$ cat src/rtl/lc3b_types.sv
// Shared types for the memory arbiter: data words, byte masks, FSM state
// encoding and the latched request record.
package lc3b_types;

    typedef logic [15:0] lc3b_word;
    typedef logic [1:0]  lc3b_mem_wmask;

    typedef enum logic [1:0] {
        IDLE    = 2'd0,
        SERVE_A = 2'd1,
        SERVE_B = 2'd2
    } arb_state_t;

    typedef enum logic {
        PORT_A = 1'b0,
        PORT_B = 1'b1
    } arb_port_t;

    // One memory request as presented to the memory side.
    typedef struct packed {
        logic          read;
        logic          write;
        lc3b_mem_wmask wmask;
        lc3b_word      address;
        lc3b_word      wdata;
    } mem_req_t;

    localparam mem_req_t MEM_REQ_NONE = '0;

    // Build a request record; a port asserting both read and write is a write.
    function automatic mem_req_t make_req(
        input logic          rd,
        input logic          wr,
        input lc3b_mem_wmask mask,
        input lc3b_word      addr,
        input lc3b_word      data
    );
        mem_req_t r;
        r.read    = rd & ~wr;
        r.write   = wr;
        r.wmask   = mask;
        r.address = addr;
        r.wdata   = data;
        return r;
    endfunction

endpackage

$ cat src/rtl/mem_arbiter_control.sv
// Arbiter FSM: picks which port owns the memory, drives the memory strobes
// from the latched request kind and generates the per-port completion pulses.
module mem_arbiter_control
    import lc3b_types::*;
#(
    parameter int ROUND_ROBIN = 1
) (
    input  logic clk,
    input  logic reset,
    input  logic pend_a,
    input  logic pend_b,
    input  logic req_read,
    input  logic req_write,
    input  logic mem_resp,
    output logic grant_a,
    output logic grant_b,
    output logic mem_read,
    output logic mem_write,
    output logic resp_a,
    output logic resp_b
);

    arb_state_t state_q, state_d;
    arb_port_t  last_grant_q, last_grant_d;

    // State and last-grant registers; B counts as last granted out of reset so A wins the first tie.
    always_ff @(posedge clk) begin
        if (reset) begin
            state_q      <= IDLE;
            last_grant_q <= PORT_B;
        end else begin
            state_q      <= state_d;
            last_grant_q <= last_grant_d;
        end
    end

    // Next-state: arbitrate in IDLE, hold a transaction until memory completes it.
    always_comb begin
        state_d      = state_q;
        last_grant_d = last_grant_q;
        unique case (state_q)
            IDLE: begin
                if (pend_a && pend_b) begin
                    if (ROUND_ROBIN != 0) begin
                        state_d = (last_grant_q == PORT_B) ? SERVE_A : SERVE_B;
                    end else begin
                        state_d = SERVE_B;
                    end
                end else if (pend_a) begin
                    state_d = SERVE_A;
                end else if (pend_b) begin
                    state_d = SERVE_B;
                end
            end
            SERVE_A: begin
                if (mem_resp) begin
                    state_d      = IDLE;
                    last_grant_d = PORT_A;
                end
            end
            SERVE_B: begin
                if (mem_resp) begin
                    state_d      = IDLE;
                    last_grant_d = PORT_B;
                end
            end
            default: state_d = IDLE;
        endcase
    end

    // Outputs: grant pulses mark the latch edge, strobes follow the latched kind, resp mirrors mem_resp.
    always_comb begin
        grant_a   = (state_q == IDLE) && (state_d == SERVE_A);
        grant_b   = (state_q == IDLE) && (state_d == SERVE_B);
        mem_read  = (state_q != IDLE) && req_read;
        mem_write = (state_q != IDLE) && req_write;
        resp_a    = (state_q == SERVE_A) && mem_resp;
        resp_b    = (state_q == SERVE_B) && mem_resp;
    end

endmodule

$ cat src/rtl/mem_arbiter.sv
// Two-port to single-port memory arbiter. Port A is the instruction side,
// port B the data side. The granted request is captured in a register so the
// memory sees a stable request for the whole transaction.
module mem_arbiter
    import lc3b_types::*;
#(
    parameter int ROUND_ROBIN = 1
) (
    input  logic          clk,
    input  logic          reset,
    input  logic          read_a,
    input  logic          write_a,
    input  lc3b_mem_wmask wmask_a,
    input  lc3b_word      address_a,
    input  lc3b_word      wdata_a,
    output logic          resp_a,
    output lc3b_word      rdata_a,
    input  logic          read_b,
    input  logic          write_b,
    input  lc3b_mem_wmask wmask_b,
    input  lc3b_word      address_b,
    input  lc3b_word      wdata_b,
    output logic          resp_b,
    output lc3b_word      rdata_b,
    output logic          mem_read,
    output logic          mem_write,
    output lc3b_mem_wmask mem_wmask,
    output lc3b_word      mem_address,
    output lc3b_word      mem_wdata,
    input  logic          mem_resp,
    input  lc3b_word      mem_rdata
);

    logic [1:0] port_read;
    logic [1:0] port_write;
    logic [1:0] port_pend;
    logic [1:0] port_resp;
    lc3b_word   port_rdata [2];

    logic       grant_a;
    logic       grant_b;
    mem_req_t   req_q, req_d;

    assign port_read  = {read_b, read_a};
    assign port_write = {write_b, write_a};
    assign port_resp  = {resp_b, resp_a};

    // Per-port pending detection and read-data gating (zero unless completing).
    for (genvar gi = 0; gi < 2; gi++) begin : g_port
        assign port_pend[gi]  = port_read[gi] | port_write[gi];
        assign port_rdata[gi] = port_resp[gi] ? mem_rdata : '0;
    end

    assign rdata_a = port_rdata[0];
    assign rdata_b = port_rdata[1];

    mem_arbiter_control #(
        .ROUND_ROBIN(ROUND_ROBIN)
    ) u_control (
        .clk       (clk),
        .reset     (reset),
        .pend_a    (port_pend[0]),
        .pend_b    (port_pend[1]),
        .req_read  (req_q.read),
        .req_write (req_q.write),
        .mem_resp  (mem_resp),
        .grant_a   (grant_a),
        .grant_b   (grant_b),
        .mem_read  (mem_read),
        .mem_write (mem_write),
        .resp_a    (resp_a),
        .resp_b    (resp_b)
    );

    // Select which port's request to capture; otherwise keep the one in flight.
    always_comb begin
        req_d = req_q;
        if (grant_a) begin
            req_d = make_req(read_a, write_a, wmask_a, address_a, wdata_a);
        end else if (grant_b) begin
            req_d = make_req(read_b, write_b, wmask_b, address_b, wdata_b);
        end
    end

    // Request register; changes on the requesting ports after the grant cannot reach memory.
    always_ff @(posedge clk) begin
        if (reset) begin
            req_q <= MEM_REQ_NONE;
        end else begin
            req_q <= req_d;
        end
    end

    assign mem_wmask   = req_q.wmask;
    assign mem_address = req_q.address;
    assign mem_wdata   = req_q.wdata;

endmodule

$ cat config.mk
export PLATFORM = sky130hd
export DESIGN_NAME = mem_arbiter
export DESIGN_NICKNAME = d
export VERILOG_FILES = /design/src/rtl/lc3b_types.sv /design/src/rtl/mem_arbiter_control.sv /design/src/rtl/mem_arbiter.sv
export SDC_FILE = /design/constraint.sdc
export NUM_CORES = 1
export LEC_CHECK = 0
export ABC_AREA = 0
export CAP_MARGIN = 30
export CELL_PAD_IN_SITES_DETAIL_PLACEMENT = 1
export CELL_PAD_IN_SITES_GLOBAL_PLACEMENT = 1
export CORE_AREA = 8 8 132 85
export CTS_CLUSTER_DIAMETER = 200
export CTS_CLUSTER_SIZE = 12
export DETAILED_ROUTE_END_ITERATION = 10
export DIE_AREA = 0 0 140 93
export GPL_ROUTABILITY_DRIVEN = 0
export PLACE_DENSITY_LB_ADDON = 0.1
export RECOVER_POWER = 100
export SLEW_MARGIN = 10
export SYNTH_ARGS = -nofsm -noshare
export SYNTH_HDL_FRONTEND = slang
export SYNTH_SLANG_ARGS = --single-unit
export TNS_END_PERCENT = 5
$ cat constraint.sdc
create_clock -name clk -period 2.5 [get_ports clk]
set_input_delay 0.25 -clock clk [delete_from_list [all_inputs] [get_ports clk]]
set_output_delay 0.25 -clock clk [all_outputs]
set_load 0.01 [all_outputs]
# Word-level counts from Yosys, hierarchy flattened
# Cells that the tools add are included.
[totals]
out_inout_bits = 70
wordCells = 45
reg_bits = 39
input_bits = 91
[classes]
n_eq_ne = 6
n_reduce_logical = 13
n_bitwise = 6
muxes = 13
[op_table]
columns = ["op", "count"]
rows = [
  ["36-bit two-way mux", 2],
  ["16-bit two-way mux", 2],
  ["2-bit two-way mux", 5],
  ["1-bit logical AND", 7],
  ["2-bit nonzero test", 3],
  ["2-bit by 1-bit == test with 1-bit output, second input constant", 2],
  ["2-bit == test, second input constant", 2],
  ["2-bit inequality test, second input constant", 2],
  ["2-bit one-hot mux with 2 select lines", 1],
  ["3-bit AND reduction", 1],
  ["1-bit AND", 2],
  ["2-bit zero test", 1],
  ["1-bit two-way mux", 2],
  ["1-bit inverter", 2],
  ["1-bit bitwise OR", 2],
  ["1-bit one-hot mux with 2 select lines", 1],
  ["2-bit OR reduction", 1],
]

# Longest topological paths before layout
[logic_depth]
depth_word = 9
ltp_mapped = 9
mapped_depth_nobuf = 7

# Modules after synthesis
# From an unflattened synthesis, not the netlist that was laid out.
[hier_totals]
hier_cells = 267
area_unflattened_um2 = 2514.9
[modules_own_cells]
columns = ["mod", "instances", "seq_area_each_um2", "area_each_um2", "cells_per_inst"]
rows = [
  ["mem_arbiter", 1, 720.7, 2209.6, 231],
  ["mem_arbiter_control", 1, 60.1, 305.3, 36],
]

# Worst setup path before layout
# No wires, ideal clock.
[synth_timing]
path_kind = "register to register"
from = "register u_control.state_q[0]"
to = "register req_q (netlist bit mem_address[0])"
path_stages_with_launch = 10
setup_slack_ns = 0.341
arrival_time_ns = 2.040
t_required_ns = 2.381
setup_ns = 0.119
n_path_buf = 2
period_less_slack_ns = 2.159
path_cell_list = "dfxtp_1 > inv_1 > ha_1 > or4bb_1 > o211ai_2 > xnor2_1 > nor2b_1 > buf_6 > buf_6 > o221a_1"
[synth_via]
elab_chain_cells = 7
elab_cells_between_ends = 15
classes_between = "eq/ne: 4; mux: 6; reduce/logical: 5"
[synth_lines]
columns = ["element", "line_no", "text"]
rows = [
  ["start: declaration", "mem_arbiter_control.sv:23", "arb_state_t state_q, state_d;"],
  ["start signal: assignment", "mem_arbiter_control.sv:32", "state_q <= state_d;"],
  ["2-bit two-way mux", "mem_arbiter_control.sv:51", "end else if (pend_b) begin"],
  ["2-bit two-way mux", "mem_arbiter_control.sv:49", "end else if (pend_a) begin"],
  ["2-bit two-way mux", "mem_arbiter_control.sv:43", "if (pend_a && pend_b) begin"],
  ["2-bit one-hot mux with 2 select lines", "mem_arbiter_control.sv:41", "unique case (state_q)"],
  ["2-bit by 1-bit == test with 1-bit output / 2-bit == test (equally long branches)", "mem_arbiter_control.sv:73, mem_arbiter_control.sv:74", ""],
  ["1-bit logical AND (on tied branches)", "mem_arbiter_control.sv:73, mem_arbiter_control.sv:74", ""],
  ["36-bit two-way mux / 2-bit nonzero test (equally long branches)", "--", ""],
  ["end signal: assignment", "mem_arbiter.sv:90", "req_q <= req_d;"],
  ["end: declaration", "mem_arbiter.sv:42", "mem_req_t req_q, req_d;"],
]
# Several ways; a longest one is shown, not always the timed one.
# A chain may end at the register's enable or synchronous reset.

# Worst setup path in the final report
[layout_timing]
from = "register u_control.state_q[0]"
to = "output rdata_b[6]"
[layout_via]
elab_chain_cells = 3
[layout_lines]
columns = ["element", "line_no", "text"]
rows = [
  ["2-bit == test", "mem_arbiter_control.sv:78", "resp_b = (state_q == SERVE_B) && mem_resp;"],
  ["1-bit logical AND", "mem_arbiter_control.sv:78", ""],
  ["16-bit two-way mux", "mem_arbiter.sv:51", "assign port_rdata[gi] = port_resp[gi] ? mem_rdata : '0;"],
  ["end: declaration", "mem_arbiter.sv:24", "output lc3b_word rdata_b,"],
]
# Every way passes these cells.

==> results.sh <==
export IMPL_critical_path_arrival_ns=2.10
export IMPL_post_route_min_period_ns=2.350
export IMPL_antenna_cells=0
export IMPL_dieArea_um2=13020
export IMPL_dr_first_iter_drc_count=105
export IMPL_initial_core_util=0.2203
export IMPL_intPower_mw=1.769
export IMPL_regArea_um2=780.7
export IMPL_crit_buf_inv=2
export IMPL_fillers=1083
export IMPL_yosys_area_top_type="dfxtp_1"
export IMPL_synth_top_area_frac=0.3775
export IMPL_synth_distinct_cells=29
export IMPL_drc_errors=0
export IMPL_row_count=28
export IMPL_yosys_top_cells_count="inv_1, dfxtp_1, a21oi_1"
export IMPL_clock_latency_ns=0.28
export IMPL_worst_slew_pin_slew_ns=0.5212
export IMPL_crit_slowest_cell="dlygate4sd3_1"
export IMPL_setup_viol=0
export IMPL_rsz0062_at_grt="no"
export IMPL_antenna_found_initial=0
export IMPL_power_mw=2.604
export IMPL_crit_family="buffers and inverters"
export IMPL_cts_max_path_buffers=2
export IMPL_synthAdderAreaFrac=0.02420
export IMPL_power_per_cell_area_nw_per_um2=660.6
export IMPL_ant_nets=0
export IMPL_postCtsHoldBufs=0
export IMPL_synthMuxAreaShare=0
export IMPL_crit_type="flop to output port"
export IMPL_min_path_type="flop to flop"
export IMPL_fin_nets=484
export IMPL_sw_frac_of_total=0.3205
export IMPL_dr_total_vias=2334
export IMPL_synthArstFlopShare=0
export IMPL_clkSinkCount=39
export IMPL_final_hold_viol_count=0
export IMPL_cts_tree="done"
export IMPL_endpoint_kind="output port"
export IMPL_cts_max_level=2
export IMPL_crit_fanout=17
export IMPL_synthesis_nets=326
export IMPL_status="complete, no violations"
export IMPL_finalSetupTns_ns=0
export IMPL_synth_ff_type="dfxtp_1"
export IMPL_grt_pass1_wl_um=13970
export IMPL_drt_total_wl_um=9082
export IMPL_grt_ovfl_total=0
export IMPL_clk_pin_slew_ns=0.06
export IMPL_ir_worst_vdd_mv=0.3114
export IMPL_ys_warn_count=0
export IMPL_cp_start_kind="flop"
export IMPL_synth_edff_count=0
export IMPL_root_buffer="clkbuf_16"
export IMPL_maxSlewHeadroom=0.6526
export IMPL_synth_top_family_by_area="compound AO/OA/AOI/OAI gates"
export IMPL_grt_usage=0.1344
export IMPL_seq_area_frac_synth=0.3775
export IMPL_synthSimpleGateAreaFrac=0.1488
export IMPL_io_buffers=160
export IMPL_cap_violations=0
export IMPL_whs_ns=0.4879
export IMPL_ys_top_cells_by_area="dfxtp_1, o221a_1, and3_1"
export IMPL_core_area_um2=9389
export IMPL_drtPass1Iterations=4
export IMPL_synth_most_common_cell="inv_1"
export IMPL_die_h_um=93
export IMPL_p_leak_nw=1.845
export IMPL_clkPwrFrac=0.229
export IMPL_via_per_inst=4.594
export IMPL_skew_ns=0.004210
export IMPL_ys_seq_elements=39
export IMPL_syn_area_per_cell_um2=8.953
export IMPL_cts_buffers=5
export IMPL_wire_per_inst_um=17.88
export IMPL_multi_input_area_um2=1045
export IMPL_grt_pass1_vias=2454
export IMPL_post_dp_hpwl_um=7131
export IMPL_synthXorXnorAreaFrac=0.004235
export IMPL_netlist_instances=231
export IMPL_clock_fmax_ghz=0.4255
export IMPL_drive_above_1_share=0.05155
export IMPL_max_stage_delay_ns=0.63
export IMPL_drv_slew=0
export IMPL_worstPathRequired_ns=2.25
export IMPL_period_share=0.9401
export IMPL_syn_cell_area_um2=2068
export IMPL_pwr_share_seq=0.338
export IMPL_area_growth_syn_to_layout_pct=90.56
export IMPL_grt_max_degree=40
export IMPL_pin_count=161
export IMPL_p_sw_mw=0.8345
export IMPL_synth_compound_area_frac=0.3237
export IMPL_crit_chain="inv_1 -> ha_1 -> and3_1 -> dlygate4sd3_1"
export IMPL_dieWidth_um=140
export IMPL_power_frac_comb=0.433
-- final timing paths --
check | slack, ns | depth (start not counted) | startpoint | endpoint
setup reg to reg | 0.22 | 8 | u_control.state_q[0] | mem_address[0]
hold reg to reg | 0.49 | 1 | req_q[35] | req_q[35]
setup / recovery | 0.15 | 4 | u_control.state_q[0] | rdata_b[6]
hold / removal | 0.49 | 1 | req_q[35] | req_q[35]
-- worst register-to-register path, delay by kind of cell, from the launching register on --
family / cells / cell delay (ns)
flops: 1 / 0.42
xor+xnor: 1 / 0.16
simple gates: 2 / 0.41
buf+inv: 2 / 0.34
fa+ha+maj: 1 / 0.31
compound gates: 2 / 0.58
-- flip-flops by register name (all words and copies together), names as in the netlist --
name and count:
mem_wdata 16, u_control.state_q 2, req_q 2, mem_address 16, u_control.last_grant_q 1, mem_wmask 2
-- cells by family (layout without fill, tap and decap cells) --
kind of cell	count (synthesis)	in the layout
AOI/OAI and AO/OA	80	80
xor gates and xnor gates	1	1
adders and majority gates	4	4
buffers and inverters	59	216
DFF	39	39
and+or+nand+nor	48	48
-- layout by cell type (no fill, tap or decap), types with 4 or more instances in the layout --
cell type	n
and3_1	32
dlygate4sd3_1	56
a21oi_1	36
dfxtp_1	39
buf_4	8
ha_1	4
clkdlybuf4s50_1	104
o221a_1	35
clkbuf_16	5
inv_1	40
-- timing repair --
action | in CTS | in global routing
gates resized for setup | 0 | 0
buffers inserted | 0 | 1
setup endpoints to repair | 0 | 23
-- cell type report --
cell class                      count  share of cell area
Timing Repair Buffer              170              0.4279
Multi-Input combinational cell    133              0.2651
Tap cell                          120             0.03810
Inverter                           40             0.03810
Clock buffer                        6             0.03270
Sequential cell                    39              0.1981
-- power groups by stage --
stage / Combinational, mW / Clock, mW / Sequential (mW)
2_1_floorplan: 0.482 / 0 / 0.960
3_3_place_gp: 1.19 / 0 / 0.897
3_5_place_dp: 1.20 / 0 / 0.898
4_1_cts: 1.21 / 0.624 / 0.889
5_1_grt: 1.23 / 0.645 / 0.906
6_report: 1.13 / 0.596 / 0.880
-- per-stage QoR --
stage	utilization	cells	setup slack [ns]	instance area, um2
3_5_place_dp	0.4055	501	-0.04678	3807
4_1_cts	0.4192	507	0.09957	3936
5_1_grt	0.4198	508	0.03114	3941
6_report	0.4198	508	0.1499	3941
3_3_place_gp	0.4055	501	0.06491	3807
2_1_floorplan	-	231	0.3412	2068
-- layer usage --
layer,wire length [um],global-route usage,share of wire,vias up
met1,4348,0.1748,0.48,1103
met2,4000,0.2060,0.44,71
li1,-,-,-,1155
met4,63,0.02965,0.0069,0
met3,669,0.05392,0.074,5
met5,0,0,0,-
Note: power is estimated with default switching activity, not from simulation.
